`src/rtl/pulse_arbiter.sv`:
```
// Turns active-going button edges into one-cycle pulses on a shared channel,
// granted round-robin with a programmable minimum idle gap between pulses.
module pulse_arbiter #(
    parameter int   N_REQ        = 4,
    parameter int   GAP_CYCLES   = 3,
    parameter logic ACTIVE_LEVEL = 1'b1,
    localparam int  ID_W         = ($clog2(N_REQ) > 1) ? $clog2(N_REQ) : 1
) (
    input  logic             clk_i,
    input  logic             rst_n_i,
    input  logic [N_REQ-1:0] button_i,
    output logic             pulse_o,
    output logic [ID_W-1:0]  id_o,
    output logic [N_REQ-1:0] pending_o,
    output logic             overflow_o
);

    typedef enum logic [1:0] {
        IDLE  = 2'd0,
        PULSE = 2'd1,
        GAP   = 2'd2
    } state_t;

    localparam logic [N_REQ-1:0] PREV_RST = {N_REQ{~ACTIVE_LEVEL}};
    localparam logic [ID_W-1:0]  LAST_RST = ID_W'(N_REQ - 1);
    localparam logic [7:0]       GAP_LOAD = (GAP_CYCLES > 0) ? 8'(GAP_CYCLES - 1) : 8'd0;

    state_t           state_q, state_d;
    logic [N_REQ-1:0] prev_q, prev_d;
    logic [N_REQ-1:0] pending_q, pending_d;
    logic [ID_W-1:0]  last_g_q, last_g_d;
    logic [ID_W-1:0]  id_q, id_d;
    logic [7:0]       gap_cnt_q, gap_cnt_d;
    logic             pulse_q, pulse_d;
    logic             overflow_q, overflow_d;

    logic [N_REQ-1:0] rise;
    logic [N_REQ-1:0] grant_mask;
    logic             grant_en;
    logic             grant_found;
    logic [ID_W-1:0]  grant_idx;
    logic [ID_W-1:0]  cand_idx;

    // prev resets to the inactive level so a button held through reset still yields one event
    for (genvar gi = 0; gi < N_REQ; gi++) begin : g_edge
        assign rise[gi] = (button_i[gi] == ACTIVE_LEVEL) && (prev_q[gi] != ACTIVE_LEVEL);
    end
    assign prev_d = button_i;

    // Round-robin search starting just after the last granted index
    always_comb begin
        grant_found = 1'b0;
        grant_idx   = '0;
        cand_idx    = '0;
        for (int i = 1; i <= N_REQ; i++) begin
            cand_idx = ID_W'((int'(last_g_q) + i) % N_REQ);
            if (!grant_found && pending_q[cand_idx]) begin
                grant_found = 1'b1;
                grant_idx   = cand_idx;
            end
        end
    end

    // State register
    always_ff @(posedge clk_i or negedge rst_n_i) begin
        if (!rst_n_i) begin
            state_q <= IDLE;
        end else begin
            state_q <= state_d;
        end
    end

    // Next-state logic; a grant always looks at the registered pending flags
    always_comb begin
        state_d   = state_q;
        gap_cnt_d = gap_cnt_q;
        grant_en  = 1'b0;
        case (state_q)
            IDLE: begin
                if (|pending_q) begin
                    grant_en = 1'b1;
                    state_d  = PULSE;
                end
            end
            PULSE: begin
                if (GAP_CYCLES > 0) begin
                    state_d   = GAP;
                    gap_cnt_d = GAP_LOAD;
                end else if (|pending_q) begin
                    grant_en = 1'b1;
                    state_d  = PULSE;
                end else begin
                    state_d = IDLE;
                end
            end
            GAP: begin
                if (gap_cnt_q == 8'd0) begin
                    if (|pending_q) begin
                        grant_en = 1'b1;
                        state_d  = PULSE;
                    end else begin
                        state_d = IDLE;
                    end
                end else begin
                    gap_cnt_d = gap_cnt_q - 8'd1;
                end
            end
            default: state_d = IDLE;
        endcase
    end

    // Output / bookkeeping logic; a rise on the grant edge re-queues instead of overflowing
    always_comb begin
        grant_mask = '0;
        if (grant_en) begin
            grant_mask[grant_idx] = 1'b1;
        end
        pending_d  = (pending_q & ~grant_mask) | rise;
        overflow_d = |(rise & pending_q & ~grant_mask);
        last_g_d   = grant_en ? grant_idx : last_g_q;
        pulse_d    = (state_d == PULSE);
        id_d       = grant_en ? grant_idx : '0;
    end

    always_ff @(posedge clk_i or negedge rst_n_i) begin
        if (!rst_n_i) begin
            prev_q     <= PREV_RST;
            pending_q  <= '0;
            last_g_q   <= LAST_RST;
            gap_cnt_q  <= 8'd0;
            pulse_q    <= 1'b0;
            id_q       <= '0;
            overflow_q <= 1'b0;
        end else begin
            prev_q     <= prev_d;
            pending_q  <= pending_d;
            last_g_q   <= last_g_d;
            gap_cnt_q  <= gap_cnt_d;
            pulse_q    <= pulse_d;
            id_q       <= id_d;
            overflow_q <= overflow_d;
        end
    end

    assign pulse_o    = pulse_q;
    assign id_o       = id_q;
    assign pending_o  = pending_q;
    assign overflow_o = overflow_q;

endmodule

```
`config.mk`:
```
export PLATFORM = sky130hd
export DESIGN_NAME = pulse_arbiter
export DESIGN_NICKNAME = d
export VERILOG_FILES = /design/src/rtl/pulse_arbiter.sv
export SDC_FILE = /design/constraint.sdc
export NUM_CORES = 1
export LEC_CHECK = 0
export ABC_AREA = 1
export CORE_UTILIZATION = 30
export DETAILED_ROUTE_END_ITERATION = 6
export DONT_BUFFER_PORTS = 1
export HOLD_SLACK_MARGIN = 0.02
export PLACE_DENSITY = 0.55
export SYNTH_ARGS = -nofsm -noshare
export SYNTH_HDL_FRONTEND = slang
export SYNTH_SLANG_ARGS = --single-unit
```
`constraint.sdc`:
```
create_clock -name clk_i -period 2.65 [get_ports clk_i]
set_input_delay 0.6625 -clock clk_i [delete_from_list [all_inputs] [get_ports clk_i]]
set_output_delay 0.6625 -clock clk_i [all_outputs]
set_load 0.005 [all_outputs]
```
# [After elaboration in Yosys (flattened, before gate mapping)]
# Index checks and enable logic that the tools add are counted.
[word_totals] register_bits=24 elab_cells=77
[classes] add_sub_neg=5 n_lt_le_gt_ge=6 n_eq_ne=4 n_mux=28 bitwise_logic=9 n_reduce_logical=17
[op_table] operator="8-bit case mux with 2 select lines" n=1
[op_table] operator="2-bit by 3-bit less-than comparator with 1-bit output, second input constant" n=5
[op_table] operator="2-bit 2-to-1 mux" n=7
[op_table] operator="4-bit bitwise AND" n=3
[op_table] operator="1-bit 2-to-1 mux" n=11
[op_table] operator="1-bit binary-select mux with 2-bit select" n=4
[op_table] operator="1-bit logical AND" n=8
[op_table] operator="8-bit zero test" n=1
[op_table] operator="8-bit 2-to-1 mux" n=1
[op_table] operator="4-bit OR reduction" n=2
[op_table] operator="8-bit by 1-bit subtractor with 8-bit output, second input constant" n=1
[op_table] operator="2-bit case mux with 3 select lines" n=1
[op_table] operator="2-bit by 1-bit adder with 2-bit output, second input constant" n=2
[op_table] operator="2-bit adder, second input constant" n=2
[op_table] operator="2-bit by 1-bit == test with 1-bit output, second input constant" n=2
[op_table] operator="4-bit 2-to-1 mux" n=1
[op_table] operator="1-bit inverter" n=4
[op_table] operator="4-bit inverter" n=1
[op_table] operator="4-bit OR" n=1
[op_table] operator="1-bit zero test" n=3
[op_table] operator="1-bit demux with 2-bit select" n=1
[op_table] operator="2-bit == test, second input constant" n=1
[op_table] operator="2-bit by 1-bit greater-or-equal comparator with 1-bit output, second input constant" n=1
[op_table] operator="2-bit zero test" n=1
[op_table] operator="4 further kinds" n=4

# [Logic depth before layout (Yosys ltp)]
[depth] depth_word=21 mapped_depth=16 ltp_nobuf=15

# [Least setup slack after synthesis]
# Ideal clock, no wire load.
[synth_timing] path_kind="reg2reg" startpoint="reg last_g_q[1]" endpoint="reg overflow_q (netlist: overflow_o)" arrival_ps=1553 required_ps=2531 path_slack_ps=978 path_stages_with_launch=15 path_buffers=1 period_less_slack_ps=1672 cell_sequence="dfstp_2 > buf_4 > inv_4 > nand2_1 > nand2_2 > nand2_2 > nand2_2 > nor2_2 > nand2_1 > nand2_1 > nand3_4 > nor2_2 > nor2_1 > nor2_1 > nand2_1"
[synth_via] elab_chain_len=21
[synth_lines] item="start: declaration" line="31" rtl="logic [ID_W-1:0] last_g_q, last_g_d;"
[synth_lines] item="start signal: assignment" line="137" rtl="last_g_q <= last_g_d;"
[synth_lines] item="2-bit by 1-bit adder with 2-bit output" line="56" rtl="cand_idx = ID_W'((int'(last_g_q) + i) % N_REQ);"
[synth_lines] item="1-bit binary-select mux with 2-bit select" line="57" rtl="if (!grant_found && pending_q[cand_idx]) begin"
[synth_lines] item="1-bit 2-to-1 mux (implied by the code)" line="57"
[synth_lines] item="1-bit 2-to-1 mux" line="57"
[synth_lines] item="1-bit zero test" line="57"
[synth_lines] item="1-bit logical AND" line="57"
[synth_lines] item="1-bit 2-to-1 mux" line="57"
[synth_lines] item="1-bit zero test" line="57"
[synth_lines] item="[6 not listed]"
[synth_lines] item="1-bit logical AND (implied by the code)" line="116" rtl="grant_mask[grant_idx] = 1'b1;"
[synth_lines] item="1-bit 2-to-1 mux (implied by the code)" line="116"
[synth_lines] item="1-bit demux with 2-bit select (*)" line="116"
[synth_lines] item="4-bit 2-to-1 mux (*)" line="115" rtl="if (grant_en) begin"
[synth_lines] item="4-bit inverter (*)" line="119" rtl="overflow_d = |(rise & pending_q & ~grant_mask);"
[synth_lines] item="4-bit bitwise AND (*)" line="119"
[synth_lines] item="4-bit OR reduction (*)" line="119"
[synth_lines] item="via overflow_d" line="35" rtl="logic overflow_q, overflow_d;"
[synth_lines] item="end signal: assignment" line="141" rtl="overflow_q <= overflow_d;"
[synth_lines] item="end: declaration" line="35"
# Mark *: on every way through the listed nets, which the timed path passes. The rest lies on a longest branch. The select of a mux whose other input is x is not followed.
# A chain may end at the register's enable or synchronous reset.

# [Worst setup path in the final report]
[layout_timing] startpoint="reg last_g_q[0]" endpoint="reg overflow_q (netlist: overflow_o)"
# The elaborated chain is that of the path after synthesis.

==> results by group <==
Layout
  – Fill count: 474
  – Share of layout cells above drive strength 1: 13.51%
  – Antenna cell count: 0
  – Synth-to-Final Area Change: 6.788%
  – Final layout net count: 194

Routing
  – Pre-antenna DRT Iters: 4
  – Via/cell ratio: 4.527
  – Antenna-violating nets left: 0
  – Via count: 1073
  – WL/cell: 11.53 microns
  – Initial DRC count: 44
  – Final WL: 2.733 mm
  – # DRC: 0

Placed design
  – Hpwl dp: 2.121 mm
  – I/O Buffers: 0
  – RD Place Congestion: 0.8337

Clock network
  – Clk slew on worst S/H paths: 0.08 ns
  – CTS tree: done
  – Num Clock Sinks: 24
  – Hold Buf Count CTS: 0
  – CTS H-tree lvls: 1
  – Number of cells upsized or downsized after cts: 0
  – Buffer levels on the longest clock path: 2
  – Clock latency on the worst-skew pair: 0.26 ns
  – Clk root buf: clkbuf_8
  – Num CTS Buffers: 3
  – Setup bufs post-CTS: 0

Global routing
  – Vias in the first global route: 1023
  – Global Route Usage Sum: 12.47%
  – Pin count of the biggest net entering global routing: 25
  – First-pass GRT wire length: 4.926 mm
  – Initial antenna violation count: 0
  – Grt ovf: 0

Power and ir drop
  – P_sw: 0.0009547 W
  – Comb power frac: 53.7%
  – Power Dens Cells: 1328 mW/mm^2
  – Reg power frac: 33.8%
  – VDD IR max: 0.0003140 V
  – Internal Power: 0.001007 W
  – Switch share: 48.67%
  – Pleak: 0.7584 nW
  – Clk pwr share: 12.5%

Synth
  – Average size of a mapped cell: 7.514 sq um
  – Dominant cell type by area after synthesis: dfrtp_1
  – Share of flip-flops with an asynchronous set or reset: 100.0%
  – Number of synthesized flops with an enable pin: 0
  – Post-Syn Instances: 184
  – Netlist cell types: 29
  – YS warnings: 0
  – Register area share after synthesis: 43.62%
  – Most area-consuming cells after synthesis: dfrtp_1 40%, nand2_1 16%, inv_1 5.7%, nand3_1 5.4%, nor2_1 4.1%
  – Post-Syn Nets: 192
  – Commonest cells post-synth: 60 x nand2_1, 22 x dfrtp_1, 21 x inv_1
  – Cell with the most instances after synthesis: nand2_1
  – Top FF cell, synth: dfrtp_1
  – Yosys reg bits: 24
  – Syn Std Cell Area: 0.001383 sq mm
  – Post-synth top area share: 39.82%

STA
  – Final Critical Period: 1.967 ns
  – Max Slew Vio Count: 0
  – Fin Clk Skew: 0.0008824 ns
  – Slew margin rel.: 60.88%
  – Hold slack: 0.08328 ns
  – Endpoints failing setup: 0
  – Max Clk Rate: 508.4 MHz
  – RSZ-0062 raised after global routing: false
  – Final period util: 74.22%
  – Setup TNS: 0 ns
  – Worst Max-Slew Pin Slew: 0.5815 ns
  – Fin. Hold Viols: 0

Setup path
  – Critical Path Start Type: flip-flop
  – Cell family with most CP delay: simple AND/OR/NAND/NOR gates
  – CP most frequent cell: nand2_1
  – Reg2Reg Setup Slack: 0.68 ns
  – Crit Path Category: reg2reg
  – Reg2reg end: overflow_o
  – Worst r2r src: last_g_q[0]
  – Slowest CP cell: dfstp_2
  – Crit path cell chain: inv_2 -> nand2_1 -> nand2_1 -> nand2_2 -> a21boi_1 -> nand2_1 -> a21oi_2 -> nand3_1 -> nand2_1 -> nand2_1 -> inv_1 -> nand2_1
  – CP required: 2.81 ns
  – Crit path DAT: 2.12 ns
  – Crit path buf inv count: 2
  – Worst Setup End Kind: flip-flop
  – Crit-path max cell delay: 0.63 ns
  – Worst R2R Path Depth: 12
  – Crit-path max FO: 13

Floorplanning
  – Rows: 24
  – Initial Util: 31.54%
  – Ports: 14
  – Core Box Area: 0.004384 sq mm
  – Full die area: 0.004884 sq mm
  – Die X: 69.89 microns
  – Height of the die: 69.89 microns

Outcome
  – Status: complete, no violations

Worst hold path
  – Worst min path class: in2async

Run
  – Max-Cap Viols: 0
==> cells by family after synthesis <==
group | synth area share [%]
and+or+nand+nor | 36.74
buffers and inverters | 8.869
DFF | 43.62
AOI/OAI and AO/OA | 6.426
xor gates and xnor gates | 2.534
adders and majority gates | 1.810
==> layout by cell type, fill, tap and decap left out <==
master	instances
nand2_1	60
nor3_4	1
nor4_1	1
nor3_1	1
inv_2	2
o21bai_1	1
nand2_2	5
o21ai_0	10
clkbuf_8	4
nand3_1	15
a21boi_1	1
nor2_1	15
a21oi_1	3
ha_1	2
a21oi_2	1
xnor2_1	1
xor2_1	3
dfrtp_1	22
nand4_1	2
or2_1	1
clkinv_1	1
nand3_4	1
inv_1	21
inv_4	1
nor2_4	1
or3_2	1
nor2_2	6
dfstp_2	2
==> state kept, by name, indices dropped and copies added (netlist names) <==
signal,flops
gap_cnt_q,8
id_o,2
last_g_q,2
overflow_o,1
pending_o,4
prev_q,4
pulse_o,1
state_q,2
==> worst max path at each step <==
stage / from / end / slack [ns] / cells after the start
finish: last_g_q[0] / overflow_o / 0.68 / 12
global route: last_g_q[0] / overflow_o / 0.47 / 13
CTS: last_g_q[0] / overflow_o / 0.68 / 12
detailed placement: last_g_q[0] / overflow_o / 0.70 / 12
global placement: last_g_q[0] / overflow_o / 0.73 / 12
floorplan: last_g_q[1] / overflow_o / 0.98 / 14
==> per-layer routing <==
layer  GRT usage [%]  wire [microns]
met5               0               0
met4           2.667              25
met3           3.463             140
met2           19.02            1157
met1           17.64            1408
==> through the flow <==
step                std cells  setup slack (ns)  instance area, sq um  total power (W)  util, %
floorplan                 184            0.9783                  1383         0.001535        -
global placement          233            0.7303                  1421         0.001716    32.42
detailed placement        233            0.7003                  1421         0.001725    32.42
CTS                       237            0.6790                  1476         0.001976    33.68
global route              237            0.4651                  1476         0.002193    33.68
finish                    237            0.6832                  1476         0.001961    33.68
==> layout make-up <==
type	instances	area, sq um	share of cell area, %
inverter	25	96.34	6.525
clock buffer	4	55.05	3.729
tap	52	65.06	4.407
sequential	24	603.1	40.85
multi-input combinational	132	656.9	44.49
==> power by group through the flow <==
stage | sequential (W) | combinational [W] | clock [W]
2_1_floorplan | 0.000603 | 0.000932 | 0
3_3_place_gp | 0.000672 | 0.00104 | 0
3_5_place_dp | 0.000672 | 0.00105 | 0
4_1_cts | 0.000666 | 0.00106 | 0.000253
5_1_grt | 0.000685 | 0.00124 | 0.000273
6_report | 0.000664 | 0.00105 | 0.000245
No activity file was read; power rests on OpenSTA's default activity.
